===== src/rtl/multicycle_sequencer_if.sv =====
// Memory handshake bundle between the multi-cycle sequencer and the
// instruction/data memories (request/ack per memory plus data write qualifier).
interface multicycle_sequencer_if;
  logic imem_req;
  logic imem_ack;
  logic dmem_req;
  logic dmem_we;
  logic dmem_ack;

  modport master (
    output imem_req,
    output dmem_req,
    output dmem_we,
    input  imem_ack,
    input  dmem_ack
  );

  modport slave (
    input  imem_req,
    input  dmem_req,
    input  dmem_we,
    output imem_ack,
    output dmem_ack
  );
endinterface


===== src/rtl/multicycle_sequencer.sv =====
// Multi-cycle FETCH/DECODE/EXEC/MEM/WB controller with variable-latency memory handshakes.
// Optional build macro SEQ_STEP_EN: every retire parks in HALT until a step pulse.
//
// state  | meaning
// IDLE   | waiting for start, pc_load follows start
// FETCH  | imem request outstanding, ir_we on ack
// DECODE | decoder bits settle, illegal combos fault
// EXEC   | ALU result captured, route to MEM/WB/retire
// MEM    | dmem request outstanding, mdr_we or retire on ack
// WB     | register file write and retire
// FAULT  | sticky error, left only through reset
// HALT   | single-step park after retire
module multicycle_sequencer #(
  parameter int MEM_TIMEOUT = 15,
  parameter int CNT_W       = 32
) (
  input  logic                     CLK,
  input  logic                     resetl,
  input  logic                     start,
  input  logic                     dec_valid,
  input  logic                     dec_regwrite,
  input  logic                     dec_memread,
  input  logic                     dec_memwrite,
  input  logic                     dec_branch,
  input  logic                     step,
  multicycle_sequencer_if.master   mem,
  output logic                     pc_load,
  output logic                     pc_we,
  output logic                     ir_we,
  output logic                     alu_we,
  output logic                     mdr_we,
  output logic                     rf_we,
  output logic                     busy,
  output logic                     fault,
  output logic                     halted,
  output logic [2:0]               state,
  output logic [CNT_W-1:0]         instr_count
);

  typedef enum logic [2:0] {
    ST_IDLE   = 3'd0,
    ST_FETCH  = 3'd1,
    ST_DECODE = 3'd2,
    ST_EXEC   = 3'd3,
    ST_MEM    = 3'd4,
    ST_WB     = 3'd5,
    ST_FAULT  = 3'd6,
    ST_HALT   = 3'd7
  } state_t;

  localparam int TW = (MEM_TIMEOUT > 1) ? $clog2(MEM_TIMEOUT) : 1;
  localparam logic [TW-1:0] TOUT_LAST = TW'(MEM_TIMEOUT - 1);

`ifdef SEQ_STEP_EN
  localparam state_t RETIRE_DST = ST_HALT;
`else
  localparam state_t RETIRE_DST = ST_FETCH;
`endif

  state_t            state_q;
  state_t            state_d;
  logic [TW-1:0]     tout_q;
  logic [CNT_W-1:0]  count_q;
  logic              tout_hit;
  logic              mem_op;

  assign tout_hit = (tout_q == TOUT_LAST);
  assign mem_op   = dec_memread | dec_memwrite;

  // tout only runs while a request stays unanswered in the same state
  always_ff @(posedge CLK) begin
    if (!resetl) begin
      state_q <= ST_IDLE;
      tout_q  <= '0;
      count_q <= '0;
    end else begin
      state_q <= state_d;
      if (((state_q == ST_FETCH) || (state_q == ST_MEM)) && (state_d == state_q)) begin
        tout_q <= tout_q + 1'b1;
      end else begin
        tout_q <= '0;
      end
      if (pc_we) begin
        count_q <= count_q + 1'b1;
      end
    end
  end

  always_comb begin
    state_d = state_q;
    case (state_q)
      ST_IDLE: begin
        if (start) state_d = ST_FETCH;
      end
      ST_FETCH: begin
        if (mem.imem_ack)  state_d = ST_DECODE;
        else if (tout_hit) state_d = ST_FAULT;
      end
      ST_DECODE: begin
        if (!dec_valid || (dec_memread && dec_memwrite)) state_d = ST_FAULT;
        else                                             state_d = ST_EXEC;
      end
      ST_EXEC: begin
        if (mem_op)                        state_d = ST_MEM;
        else if (!dec_branch && dec_regwrite) state_d = ST_WB;
        else                               state_d = RETIRE_DST;
      end
      ST_MEM: begin
        if (mem.dmem_ack) state_d = dec_memwrite ? RETIRE_DST : ST_WB;
        else if (tout_hit) state_d = ST_FAULT;
      end
      ST_WB:    state_d = RETIRE_DST;
      ST_FAULT: state_d = ST_FAULT;
      ST_HALT: begin
        if (step) state_d = ST_FETCH;
      end
      default:  state_d = ST_FAULT;
    endcase
  end

  // every strobe is held low while reset is asserted so an aborted access never retires
  always_comb begin
    pc_load      = 1'b0;
    pc_we        = 1'b0;
    ir_we        = 1'b0;
    alu_we       = 1'b0;
    mdr_we       = 1'b0;
    rf_we        = 1'b0;
    mem.imem_req = 1'b0;
    mem.dmem_req = 1'b0;
    mem.dmem_we  = 1'b0;
    busy         = 1'b0;
    fault        = 1'b0;
    halted       = 1'b0;
    if (resetl) begin
      busy   = (state_q != ST_IDLE) && (state_q != ST_FAULT);
      fault  = (state_q == ST_FAULT);
      halted = (state_q == ST_HALT);
      case (state_q)
        ST_IDLE: pc_load = start;
        ST_FETCH: begin
          mem.imem_req = 1'b1;
          ir_we        = mem.imem_ack;
        end
        ST_EXEC: begin
          alu_we = 1'b1;
          pc_we  = !mem_op && (dec_branch || !dec_regwrite);
        end
        ST_MEM: begin
          mem.dmem_req = 1'b1;
          mem.dmem_we  = dec_memwrite;
          if (mem.dmem_ack) begin
            pc_we  = dec_memwrite;
            mdr_we = !dec_memwrite;
          end
        end
        ST_WB: begin
          rf_we = dec_regwrite;
          pc_we = 1'b1;
        end
        default: ;
      endcase
    end
  end

  assign state       = state_q;
  assign instr_count = count_q;

endmodule


===== src/flat_wrapper.sv =====
// flat-port wrapper written by rule: the top's interface ports become plain ports
module multicycle_sequencer_flat 
#(
  parameter int MEM_TIMEOUT = 15,
  parameter int CNT_W       = 32
)
  (CLK, resetl, start, dec_valid, dec_regwrite, dec_memread, dec_memwrite, dec_branch, step, pc_load, pc_we, ir_we, alu_we, mdr_we, rf_we, busy, fault, halted, state, instr_count, mem_imem_req, mem_dmem_req, mem_dmem_we, mem_imem_ack, mem_dmem_ack);
  multicycle_sequencer_if mem_i ();
  input  logic CLK;
  input  logic resetl;
  input  logic start;
  input  logic dec_valid;
  input  logic dec_regwrite;
  input  logic dec_memread;
  input  logic dec_memwrite;
  input  logic dec_branch;
  input  logic step;
  output logic pc_load;
  output logic pc_we;
  output logic ir_we;
  output logic alu_we;
  output logic mdr_we;
  output logic rf_we;
  output logic busy;
  output logic fault;
  output logic halted;
  output logic [2:0] state;
  output logic [CNT_W-1:0] instr_count;
  output wire logic [$bits(mem_i.imem_req)-1:0] mem_imem_req;
  output wire logic [$bits(mem_i.dmem_req)-1:0] mem_dmem_req;
  output wire logic [$bits(mem_i.dmem_we)-1:0] mem_dmem_we;
  input wire logic [$bits(mem_i.imem_ack)-1:0] mem_imem_ack;
  input wire logic [$bits(mem_i.dmem_ack)-1:0] mem_dmem_ack;
  assign mem_imem_req = mem_i.imem_req;
  assign mem_dmem_req = mem_i.dmem_req;
  assign mem_dmem_we = mem_i.dmem_we;
  assign mem_i.imem_ack = mem_imem_ack;
  assign mem_i.dmem_ack = mem_dmem_ack;
  multicycle_sequencer #(.MEM_TIMEOUT(MEM_TIMEOUT), .CNT_W(CNT_W)) u_core (.CLK(CLK), .resetl(resetl), .start(start), .dec_valid(dec_valid), .dec_regwrite(dec_regwrite), .dec_memread(dec_memread), .dec_memwrite(dec_memwrite), .dec_branch(dec_branch), .step(step), .mem(mem_i), .pc_load(pc_load), .pc_we(pc_we), .ir_we(ir_we), .alu_we(alu_we), .mdr_we(mdr_we), .rf_we(rf_we), .busy(busy), .fault(fault), .halted(halted), .state(state), .instr_count(instr_count));
endmodule

===== config.mk =====
export PLATFORM = sky130hd
export DESIGN_NAME = multicycle_sequencer_flat
export DESIGN_NICKNAME = d
export VERILOG_FILES = /design/src/rtl/multicycle_sequencer_if.sv /design/src/rtl/multicycle_sequencer.sv /design/src/flat_wrapper.sv
export SDC_FILE = /design/constraint.sdc
export NUM_CORES = 1
export LEC_CHECK = 0
export BUFFER_PORTS_ARGS = -buffer_cell sky130_fd_sc_hd__buf_2
export CAP_MARGIN = 0
export CORE_AREA = 4 4 70 72
export CTS_CLUSTER_SIZE = 16
export DETAILED_ROUTE_END_ITERATION = 8
export DIE_AREA = 0 0 74 76
export GPL_TIMING_DRIVEN = 0
export PLACE_DENSITY = 0.83
export RECOVER_POWER = 25
export SLEW_MARGIN = 5
export SYNTH_ARGS = -nofsm -noshare
export SYNTH_HDL_FRONTEND = slang
export SYNTH_SLANG_ARGS = --single-unit

===== constraint.sdc =====
create_clock -name CLK -period 2.1 [get_ports CLK]
set_input_delay 0.525 -clock CLK [delete_from_list [all_inputs] [get_ports CLK]]
set_output_delay 0.525 -clock CLK [all_outputs]
set_load 0.02 [all_outputs]

Word level (Yosys, flattened, before mapping)
Index checks and enable logic that the tools add are counted.
{ "word_totals": {"regBits": 39, "output_inout_bits": 47, "elab_cells": 65} }
{ "op_classes": {"addsub": 2, "eq_ne": 10, "mux": 33, "n_bitwise": 1, "reduce_logical": 16} }
{ "ops": {"columns": ["cell", "n"], "rows": [
  ["adder 32 x 1 -> 32 bit, second input constant", 1],
  ["2-to-1 mux 3 bit", 9],
  ["case mux 3 bit (8 select lines)", 1],
  ["2-to-1 mux 1 bit", 22],
  ["== test 3 bit, second input constant", 4],
  ["== test 3 x 2 -> 1 bit, second input constant", 2],
  ["logical AND 1 bit", 5],
  ["logical NOT 1 bit", 5],
  ["adder 4 x 1 -> 4 bit, second input constant", 1],
  ["== test 4 bit, second input constant", 1],
  ["== test 3 x 1 -> 1 bit, second input constant", 1],
  ["== test 3 bit", 1],
  ["logical NOT 3 bit", 1],
  ["logical OR 1 bit", 3],
  ["!= test 3 bit, second input constant", 1],
  ["case mux 1 bit (3 select lines)", 1],
  ["nonzero test 3 bit", 1],
  ["AND reduction 2 bit", 1],
  ["bitwise OR 1 bit", 1]
]} }

Longest topological paths before layout
Gate-level depths: netlist (run 1).
{ "logic_depth": {"word_depth": 8, "depth_mapped": 8} }

Worst setup path before layout (run 1)
Ideal clock, no wire load.
{ "synth_timing": {"path_kind": "register -> output", "from": "reg u_core.state_q[0], in the netlist u_core.state[0]", "to": "out pc_we", "arrival_ps": 1823, "setup_slack_ps": -248, "stages_incl_launch_ff": 8, "path_buffers": 3, "cell_sequence": "dfxtp_1 buf_2 and4b_1 and3_1 buf_2 clkbuf_1 nor2_1 inv_1"} }
{ "synth_between": {"elab_chain_len": 3} }
{ "synth_lines": {"columns": ["item", "line", "text"], "rows": [
  ["start: declaration", "multicycle_sequencer.sv:60", "state_t state_q;"],
  ["start signal: assignment", "multicycle_sequencer.sv:77", "state_q <= state_d;"],
  ["== test 3 bit or == test 3 x 2 -> 1 bit (tied branches)", "multicycle_sequencer.sv:139", "case (state_q)"],
  ["case mux 1 bit (3 select lines) *", "multicycle_sequencer.sv:139", null],
  ["2-to-1 mux 1 bit *", "multicycle_sequencer.sv:135", "if (resetl) begin"],
  ["end: declaration", "flat_wrapper.sv:19", "output logic pc_we;"]
]} }
Every way passes the cells marked *; elsewhere a longest branch is shown, timed or not.

Worst setup path after layout (run 1)
{ "layout_timing": {"from": "in resetl", "to": "out pc_we"} }
{ "layout_between": {"elab_chain_len": 1} }
{ "layout_lines": {"columns": ["item", "line", "text"], "rows": [
  ["start: declaration", "flat_wrapper.sv:10", "input logic resetl;"],
  ["2-to-1 mux 1 bit", "multicycle_sequencer.sv:135", null]
]} }
Every way passes these cells.

==> results of run 1 <==
==> repair_timing <==
item | 4_1_cts | 5_1_grt
setup endpoints to repair | 6 | 24
gates resized for setup | 19 | 17
hold endpoints to repair | 0 | 0
gates cloned | 0 | 0
pin swaps | 4 | 5
buffers inserted | 5 | 7
==> registers in the layout, indices dropped and copies added (netlist names) <==
register and count:
u_core.state 3, u_core.tout_q 4, u_core.instr_count 32
==> critical path, stage by stage <==
cell     delay (ns)
buf_2          0.16
and4b_2        0.24
and3_4         0.21
buf_8          0.13
nor2_4         0.12
inv_2          0.04
buf_6          0.12
==> path summary, 6_finish.rpt <==
check | startpoint | endpoint | slack, ns
max reg2reg | u_core.state[0]$_SDFF_PN0_ | u_core.instr_count[14]$_SDFFE_PN0P_ | 0.08
min | u_core.tout_q[0]$_SDFF_PN0_ | u_core.tout_q[0]$_SDFF_PN0_ | 0.50
min reg2reg | u_core.tout_q[0]$_SDFF_PN0_ | u_core.tout_q[0]$_SDFF_PN0_ | 0.50
max | resetl | pc_we | 0.03
==> through the flow <==
stage / util, % / instance area, um2
4_1_cts: 61.9 / 2660
2_1_floorplan: - / 2140
3_5_place_dp: 58.0 / 2490
5_1_grt: 63.9 / 2740
6_report: 63.9 / 2740
3_3_place_gp: 58.0 / 2490
==> cell type report <==
class / instances / area, um2 / area share (%)
Tap cell: 52 / 65.1 / 2.37
Buffer: 12 / 87.6 / 3.19
Multi-Input combinational cell: 198 / 1330 / 48.6
Sequential cell: 39 / 786 / 28.6
Clock buffer: 7 / 76.3 / 2.78
Clock inverter: 1 / 5.00 / 0.182
Inverter: 7 / 26.3 / 0.958
Timing Repair Buffer: 69 / 365 / 13.3
==> cell usage after synthesis, types with 3 or more instances <==
library cell | n | area (um2)
nand3_1 | 12 | 60.1
ha_1 | 3 | 37.5
buf_2 | 5 | 25.0
and2_1 | 8 | 50.1
inv_1 | 6 | 22.5
or3_1 | 6 | 37.5
o21ai_0 | 12 | 60.1
nor2_1 | 23 | 86.3
nand2b_1 | 6 | 37.5
nor3b_1 | 3 | 22.5
nor2b_1 | 3 | 18.8
or4_1 | 8 | 60.1
o211ai_1 | 6 | 45.0
dfxtp_1 | 39 | 781
nand4_1 | 5 | 31.3
o31ai_1 | 9 | 67.6
clkbuf_1 | 10 | 37.5
xor2_1 | 12 | 105
o2111ai_1 | 7 | 61.3
a21oi_1 | 21 | 105
xnor2_1 | 3 | 26.3
nand2_1 | 13 | 48.8
nor3_1 | 8 | 40.0
and3_1 | 6 | 37.5
a22oi_1 | 3 | 22.5
==> report_power, final <==
group / internal (mW) / switching, mW
registers: 0.743 / 0.00683
logic: 0.0552 / 0.0834
clock network: 0.233 / 0.260
total: 1.03 / 0.350
==> cells in the final DEF (no fill, tap or decap), types with 2 or more instances in the layout <==
cell type  count
o211ai_1       6
inv_1          5
xnor2_1        3
and2_1         7
nand4_1        5
clkbuf_1      25
nand2_1       13
o41ai_1        2
o31ai_1        9
and3_1         5
o21ai_0       12
buf_2         38
buf_4         12
nor2b_1        3
ha_1           3
nor3_1         8
or3_1          6
buf_6          4
nor2_1        22
or4_1          8
nand3_1       12
nand2b_1       5
a21oi_1       20
nor4_1         2
dfxtp_1       37
o2111ai_1      7
o21a_1         2
a22oi_1        3
xor2_1        12
clkbuf_8       6
==> cells by family after synthesis <==
| kind of cell | count (synthesis) |
|---|---|
| compound gates | 70 |
| xor+xnor | 15 |
| fa+ha+maj | 3 |
| buf+inv | 22 |
| flops | 39 |
| mux | 1 |
| simple gates | 109 |
==> per-layer routing <==
layer	vias up	GRT usage, %	routed length, um
met1	1098	26.8	2620
met3	12	4.22	338
met4	0	9.42	119
met2	72	33.6	3050
met5	-	0	0
li1	1111	-	-
==> impl_metrics.tcl, run 1 <==
set metrics [dict create \
    wire_per_inst_um 15.9 \
    synth_edf_count 0 \
    cts_buffer_depth 2 \
    clk_pin_slew_ns 0.07 \
    slew_violations 0 \
    yosys.area_share.simple_pct 29.0 \
    place_congestion 0.917 \
    skew_ns 0.00535 \
    synth.distinct_cells 43 \
    grt_pass1_vias 2061 \
    grt_max_degree 12 \
    syn_avg_cell_area_um2 8.23 \
    hold_class "reg -> reg" \
    root_buffer "clkbuf_8" \
    clkSinkCount 39 \
    synthFlopType "dfxtp_1" \
    top_level_ports 58 \
    synthMuxAreaShare_pct 0.469 \
    final_nets 346 \
    antenna_found_initial 0 \
    dp_hpwl_um 4070 \
    status "finished clean" \
    dp.cells 368 \
    layout-drive-gt1-share_pct 24.6 \
    placementRows 24 \
    crit_type "in -> out" \
    drt_drc_violations_left 0 \
    initial_utilization_pct 49.7 \
    ys.warnings.count 0 \
    synth-seq-area-share_pct 36.6 \
    vias 2293 \
    cts_tree "yes" \
    cts_inserted_buffers 5 \
    synth_compound_area_share_pct 21.8 \
    cp-start-kind "input port" \
    dr.pass1.iters 4 \
    fin_tns_setup_ns 0 \
    die_w_um 74 \
    power.leakage_nw 1.06 \
    pre_cts_ws_ns -0.324 \
    syn_inst 259 \
    vias_per_cell 5.96 \
    setup_ws_ns 0.0308 \
    synth_fa_ha_area_share_pct 1.76 \
    whs_ns 0.496 \
    grt_usage_pct 21.0 \
    core-area_mm2 0.00429 \
    gr-total-overflow 0 \
    relSlewSlack_pct 66.6 \
    first_iter_violations 232 \
    fill_cells 408 \
    whs_path_depth 1 \
    fin_crit_sh_pct 98.5 \
    worstPathRequired_ns 1.57 \
    layout_min_cycle_time_ns 2.07 \
    synth_nets 273 \
    antenna_cells 0 \
    postCtsHoldBufs 0 \
    power_density_mw_per_mm2 503 \
    grt_pass1_wl_um 9500 \
    power_mw 1.38 \
    peakVddDrop_mv 0.331 \
    r2r_cells 9 \
    ys_ff_latch 39 \
    syn2layout_area_growth_pct 28.7 \
    final_cells 385 \
    setup_viol 0 \
    dieHeight_um 76 \
    synth-xor-area-share_pct 6.16 \
    ant_nets 0 \
    totalWireLength_um 6130 \
    synth_top_family_by_area "simple AND/OR/NAND/NOR gates" \
    cap_violations 0 \
    cp.arrival_ns 1.54 \
    io_buffers 57 \
    syn_area_mm2 0.00213 \
    end_kind "primary output" \
    h-tree-depth 2 \
    clock_latency_ns 0.30 \
    finalHoldViolCount 0 \
    worst-path-max-fanout 7 \
    fmax_mhz 483 \
    dieArea_mm2 0.00562 \
    worst_pin_slew_ns 0.501 \
    async_flop_share_pct 0 \
]
(Power assumes the default switching activity.)
==> run 2: changes to the inputs <==
--- a/config.mk
+++ b/config.mk
@@ -7,12 +7,14 @@
 export LEC_CHECK = 0
 export BUFFER_PORTS_ARGS = -buffer_cell sky130_fd_sc_hd__buf_2
 export CAP_MARGIN = 0
-export CORE_AREA = 4 4 70 72
+export CELL_PAD_IN_SITES_DETAIL_PLACEMENT = 0
+export CELL_PAD_IN_SITES_GLOBAL_PLACEMENT = 1
+export CORE_AREA = 4 4 80 82
 export CTS_CLUSTER_SIZE = 16
 export DETAILED_ROUTE_END_ITERATION = 8
-export DIE_AREA = 0 0 74 76
+export DIE_AREA = 0 0 84 86
 export GPL_TIMING_DRIVEN = 0
-export PLACE_DENSITY = 0.83
+export PLACE_DENSITY = 0.85
 export RECOVER_POWER = 25
 export SLEW_MARGIN = 5
 export SYNTH_ARGS = -nofsm -noshare
==> run 2 against run 1 <==
Against the previous run: global-route usage fell by 4.0 points; non-clock buffer count increased by 1; first-iteration DRC count decreased by 43%; critical path depth decreased by 2; via count decreased by 2.6%; final cell count rose by 6.2%; combinational power grew 5%.
==> impl_metrics.tcl, run 2 (synthesis results as in run 1) <==
set metrics [dict create \
    power_mw 1.56 \
    clkSinkCount 39 \
    vias 2233 \
    die_w_um 84 \
    dieHeight_um 86 \
    dr.pass1.iters 4 \
    dpl_cell_area_mm2 0.00252 \
    placementRows 28 \
    power_density_mw_per_mm2 555 \
    r2r_cells 6 \
    cp-startpoint "u_core.state[2]$_SDFF_PN0_" \
    peakVddDrop_mv 0.367 \
    place_congestion 0.904 \
    initial_utilization_pct 37.1 \
    fin_crit_sh_pct 98.0 \
    cp-start-kind "register" \
    io_buffers 57 \
    antenna_found_initial 0 \
    status "finished clean" \
    worstPathRequired_ns 1.57 \
    mostFrequentLayoutCell "dfxtp_1" \
    layout_min_cycle_time_ns 2.06 \
    whs_ns 0.494 \
    first_iter_violations 133 \
    totalWireLength_um 6060 \
    top_level_ports 58 \
    ant_nets 0 \
    r2r-start "u_core.instr_count[9]$_SDFFE_PN0P_" \
    whs_path_depth 1 \
    grt_pass1_vias 2134 \
    fmax_mhz 486 \
    grt_usage_pct 17.1 \
    clkPwrFrac_pct 42.9 \
    switching_share_pct 23.7 \
    dp_hpwl_um 4260 \
    end_kind "primary output" \
    skew_ns 0.0134 \
    relSlewSlack_pct 65.9 \
    slew_violations 0 \
    final_cell_mix "dfxtp_1 (37), buf_2 (36), clkbuf_1 (23)" \
    clock_latency_ns 0.30 \
    clk_pin_slew_ns 0.08 \
    h-tree-depth 2 \
    hold_class "reg -> reg" \
    setup_ws_ns 0.0423 \
    grt_pass1_wl_um 10200 \
    wire_per_inst_um 14.8 \
    setup_viol 0 \
    largest_reg_flops 32 \
    pre_cts_ws_ns -0.346 \
    syn2layout_area_growth_pct 32.2 \
    drt_drc_violations_left 0 \
    worst_pin_slew_ns 0.512 \
    root_buffer "clkbuf_8" \
    finalHoldViolCount 0 \
    combPwrFrac_pct 9.3 \
    core-area_mm2 0.00575 \
    final_cells 409 \
    crit_type "reg -> out" \
    cts_buffer_depth 2 \
    cts_inserted_buffers 5 \
    switchingPower_mw 0.372 \
    r2r_setup_slack_ns 0.15 \
    final_nets 347 \
    gr-total-overflow 0 \
    antenna_cells 0 \
    p_int_mw 1.19 \
    dp.cells 391 \
    postCtsHoldBufs 0 \
    r2r_end "u_core.instr_count[25]$_SDFFE_PN0P_" \
    vias_per_cell 5.46 \
    hp-start "u_core.tout_q[0]$_SDFF_PN0_" \
    cap_violations 0 \
    power.leakage_nw 1.09 \
    grt_max_degree 14 \
    dieArea_mm2 0.00722 \
    hold_end "u_core.tout_q[0]$_SDFF_PN0_" \
    cts_tree "yes" \
    cp.arrival_ns 1.53 \
    worst-path-max-fanout 10 \
    layout-drive-gt1-share_pct 26.0 \
    stdcell_area_mm2 0.00282 \
    seqPwrFrac_pct 47.7 \
]
[run 2: timing repair]
item / in CTS / in global routing
pin swaps: 4 / 5
endpoints found under the setup margin: 8 / 20
gates resized for setup: 24 / 16
buffers inserted: 8 / 5
[run 2: final cells by class]
class / count / area (um2)
plain buffers: 12 / 82.6
clock buffers: 6 / 82.6
clock inverters: 2 / 38.8
fillers: 613 / 2930
inverters: 7 / 26.3
multi-input cells: 198 / 1330
flip-flops and latches: 39 / 786
well taps: 75 / 93.8
repair buffers: 70 / 377
[run 2: how the worst max path moves through the flow]
stage                        to  slack (ns)
floorplan                 pc_we        0.03
global placement          pc_we       -0.37
detailed placement        pc_we       -0.35
CTS                       pc_we       0.002
global route        mem_dmem_we       -0.02
finish                  pc_load        0.04
[run 2: metal layers]
layer	GRT usage, %	vias up	share of wire [%]
met5	0	-	0
met2	28.0	51	48
met4	3.95	0	0.40
li1	-	1115	-
met1	23.0	1064	48
met3	3.75	3	4.0
[run 2: stage by stage]
stage,setup TNS [ns],util [%]
after global routing,-0.0184,49.0
after floorplan,0,-
after global placement,-2.17,43.8
after CTS,0,48.4
final,0,49.0
after detailed placement,-2.11,43.8
[run 2: worst max-delay path, cell delays in order (launching register included)]
cell and delay (ns):
dfxtp_2 0.34, buf_6 0.14, or2_4 0.27, nor3b_4 0.21, and2_4 0.17, buf_6 0.11
[run 2: power by group through the flow]
stage	clock network (mW)	registers (mW)	logic (mW)
2_1_floorplan	0	0.767	0.0731
6_report	0.672	0.747	0.146
3_5_place_dp	0	0.763	0.118
3_3_place_gp	0	0.763	0.118
5_1_grt	0.718	0.747	0.159
4_1_cts	0.688	0.747	0.139
==> run 3: changes to the inputs <==
--- a/config.mk
+++ b/config.mk
@@ -5,16 +5,16 @@
 export SDC_FILE = /design/constraint.sdc
 export NUM_CORES = 1
 export LEC_CHECK = 0
-export BUFFER_PORTS_ARGS = -buffer_cell sky130_fd_sc_hd__buf_2
 export CAP_MARGIN = 0
 export CELL_PAD_IN_SITES_DETAIL_PLACEMENT = 0
 export CELL_PAD_IN_SITES_GLOBAL_PLACEMENT = 1
-export CORE_AREA = 4 4 80 82
+export CORE_AREA = 4 4 82 84
 export CTS_CLUSTER_SIZE = 16
 export DETAILED_ROUTE_END_ITERATION = 8
-export DIE_AREA = 0 0 84 86
+export DIE_AREA = 0 0 86 88
+export DONT_BUFFER_PORTS = 1
 export GPL_TIMING_DRIVEN = 0
-export PLACE_DENSITY = 0.85
+export PLACE_DENSITY = 0.71
 export RECOVER_POWER = 25
 export SLEW_MARGIN = 5
 export SYNTH_ARGS = -nofsm -noshare
==> run 3 against run 2 <==
Against the previous run: the flow now finishes with violations (setup timing); flip-flop and latch count stayed put; power fell by 13%; clock skew is 0.00078 ns lower; core utilization fell by 5.7 points; via count down 10%; wire length is 4.4% lower; sequential power barely moved; combinational power is 23% lower; non-clock buffer count is 56 lower; sequential share of layout area grew 3.4 points; clock-buffer cell count rose by 1; critical path depth rose by 1.
==> impl_metrics.tcl, run 3 (synthesis results as in run 1) <==
set metrics [dict create \
    cp_top_family "simple AND/OR/NAND/NOR gates" \
    relSlewSlack_pct 62.5 \
    antenna_cells 0 \
    dp.cells 334 \
    cts_inserted_buffers 5 \
    layout_min_cycle_time_ns 2.13 \
    cp_num_buf_inv 3 \
    first_iter_violations 73 \
    setup_viol 1 \
    initial_utilization_pct 36.0 \
    cts_buffer_depth 2 \
    core-area_mm2 0.00592 \
    cp.arrival_ns 1.60 \
    cts_tree "yes" \
    postCtsHoldBufs 0 \
    vias_per_cell 5.67 \
    io_buffers 0 \
    dp_hpwl_um 4190 \
    place_congestion 0.744 \
    grt_max_degree 12 \
    met2_usage_pct 26.0 \
    peakVddDrop_mv 0.224 \
    dieArea_mm2 0.00757 \
    clkSinkCount 39 \
    crit_path_cell_trace "buf_6, and4b_2, and3_4, clkbuf_16, nor2_4, inv_2" \
    final_cells 353 \
    worstPathRequired_ns 1.57 \
    worst_pin_slew_ns 0.557 \
    grt.busiest_layer "met2" \
    drt_drc_violations_left 0 \
    final_nets 291 \
    fill_cells 608 \
    grt_usage_pct 15.5 \
    power_density_mw_per_mm2 529 \
    grt_pass1_vias 1922 \
    skew_ns 0.0126 \
    slew_violations 0 \
    placementRows 28 \
    final_cell_mix "dfxtp_1 (28), nor2_1 (19), a21oi_1 (19)" \
    cap_violations 0 \
    clk_pin_slew_ns 0.08 \
    fmax_mhz 470 \
    fin_crit_sh_pct 101 \
    grt_util_met3_pct 5.74 \
    wire_per_inst_um 16.4 \
    rsz0062_at_grt "yes" \
    hold_class "in -> reg" \
    mostFrequentLayoutCell "dfxtp_1" \
    worst-path-max-fanout 7 \
    top_level_ports 58 \
    dr.pass1.iters 4 \
    vias 2003 \
    cp-start-kind "register" \
    stdcell_area_mm2 0.00257 \
    crit_type "reg -> out" \
    totalWireLength_um 5800 \
    finalHoldViolCount 0 \
    ant_nets 0 \
    antenna_found_initial 0 \
    dpl_cell_area_mm2 0.00223 \
    layout-drive-gt1-share_pct 21.9 \
    end_kind "primary output" \
    largest_reg_flops 32 \
    h-tree-depth 2 \
    root_buffer "clkbuf_8" \
    gr-total-overflow 0 \
    grt_pass1_wl_um 9400 \
    met1_usage_pct 19.0 \
    crit_slowest_cell "dfxtp_4" \
    clock_latency_ns 0.29 \
    power.leakage_nw 0.854 \
    status "finished, violations left" \
    die_w_um 86 \
    dieHeight_um 88 \
    syn2layout_area_growth_pct 20.4 \
    violations "setup timing" \
    cpPeakStageDelay_ns 0.39 \
    setup_ws_ns -0.0295 \
]
run 3: cell types whose count changed in the layout (fill, tap and decap cells not counted), moves of 7 or more:
cell / delta
buf_2: -35
clkbuf_1: -16
dfxtp_1: -9
dfxtp_2: +7
run 3: metrics by stage:
step	utilization [%]	TNS [ns]	hold slack [ns]	setup WS [ns]	total power, mW
floorplan	-	0	0.456	0.0264	0.840
global placement	37.7	-2.65	0.485	-0.275	0.863
detailed placement	37.7	-2.34	0.486	-0.270	0.861
CTS	42.6	-0.344	0.372	-0.105	1.37
global route	43.3	-0.527	0.373	-0.0862	1.41
finish	43.3	-0.0295	0.372	-0.0295	1.36
run 3: worst register-to-register path, stage by stage (launching register included):
cell and delay [ns]:
dfxtp_4 0.39, buf_6 0.13, and4b_2 0.31, and3_4 0.23, buf_6 0.14, o211ai_1 0.13, buf_4 0.18, or3_1 0.35
a21oi_2 0.13
run 3: path summary, 6_finish.rpt:
check                              startpoint  slack (ns)  cells past startpoint                                   to
setup / recovery   u_core.state[0]$_SDFF_PN0_       -0.03                      6                                pc_we
hold / removal                         resetl        0.37                      2  u_core.instr_count[14]$_SDFFE_PN0P_
setup reg to reg   u_core.state[0]$_SDFF_PN0_        0.04                      8  u_core.instr_count[24]$_SDFFE_PN0P_
hold reg to reg   u_core.tout_q[0]$_SDFF_PN0_        0.49                      1          u_core.tout_q[0]$_SDFF_PN0_
run 3: timing repair:
| item | in CTS | in global routing |
|---|---|---|
| setup buffers | 11 | 3 |
| setup endpoints to repair | 32 | 25 |
| gates resized for setup | 41 | 20 |
| pin swaps | 7 | 7 |
run 3: cell type report:
type / count / area, um2 / area share (%)
Clock inverter: 1 / 5.00 / 0.195
Tap cell: 75 / 93.8 / 3.66
Clock buffer: 7 / 76.3 / 2.97
Buffer: 12 / 96.3 / 3.75
Inverter: 7 / 26.3 / 1.02
Sequential cell: 39 / 802 / 31.3
Timing Repair Buffer: 14 / 109 / 4.24
Multi-Input combinational cell: 198 / 1360 / 52.9
run 3: report_power, final:
group          internal, mW  switching, mW
sequential            0.741        0.00791
clock                 0.233          0.262
combinational        0.0426         0.0700
total                  1.02          0.339
run 3: routing by layer:
layer	part of all wire, %	wire length [um]	vias to the layer above
met5	0	0	-
met4	0.50	29	0
met3	6.5	379	6
met2	49	2860	47
met1	44	2530	953
li1	-	-	997
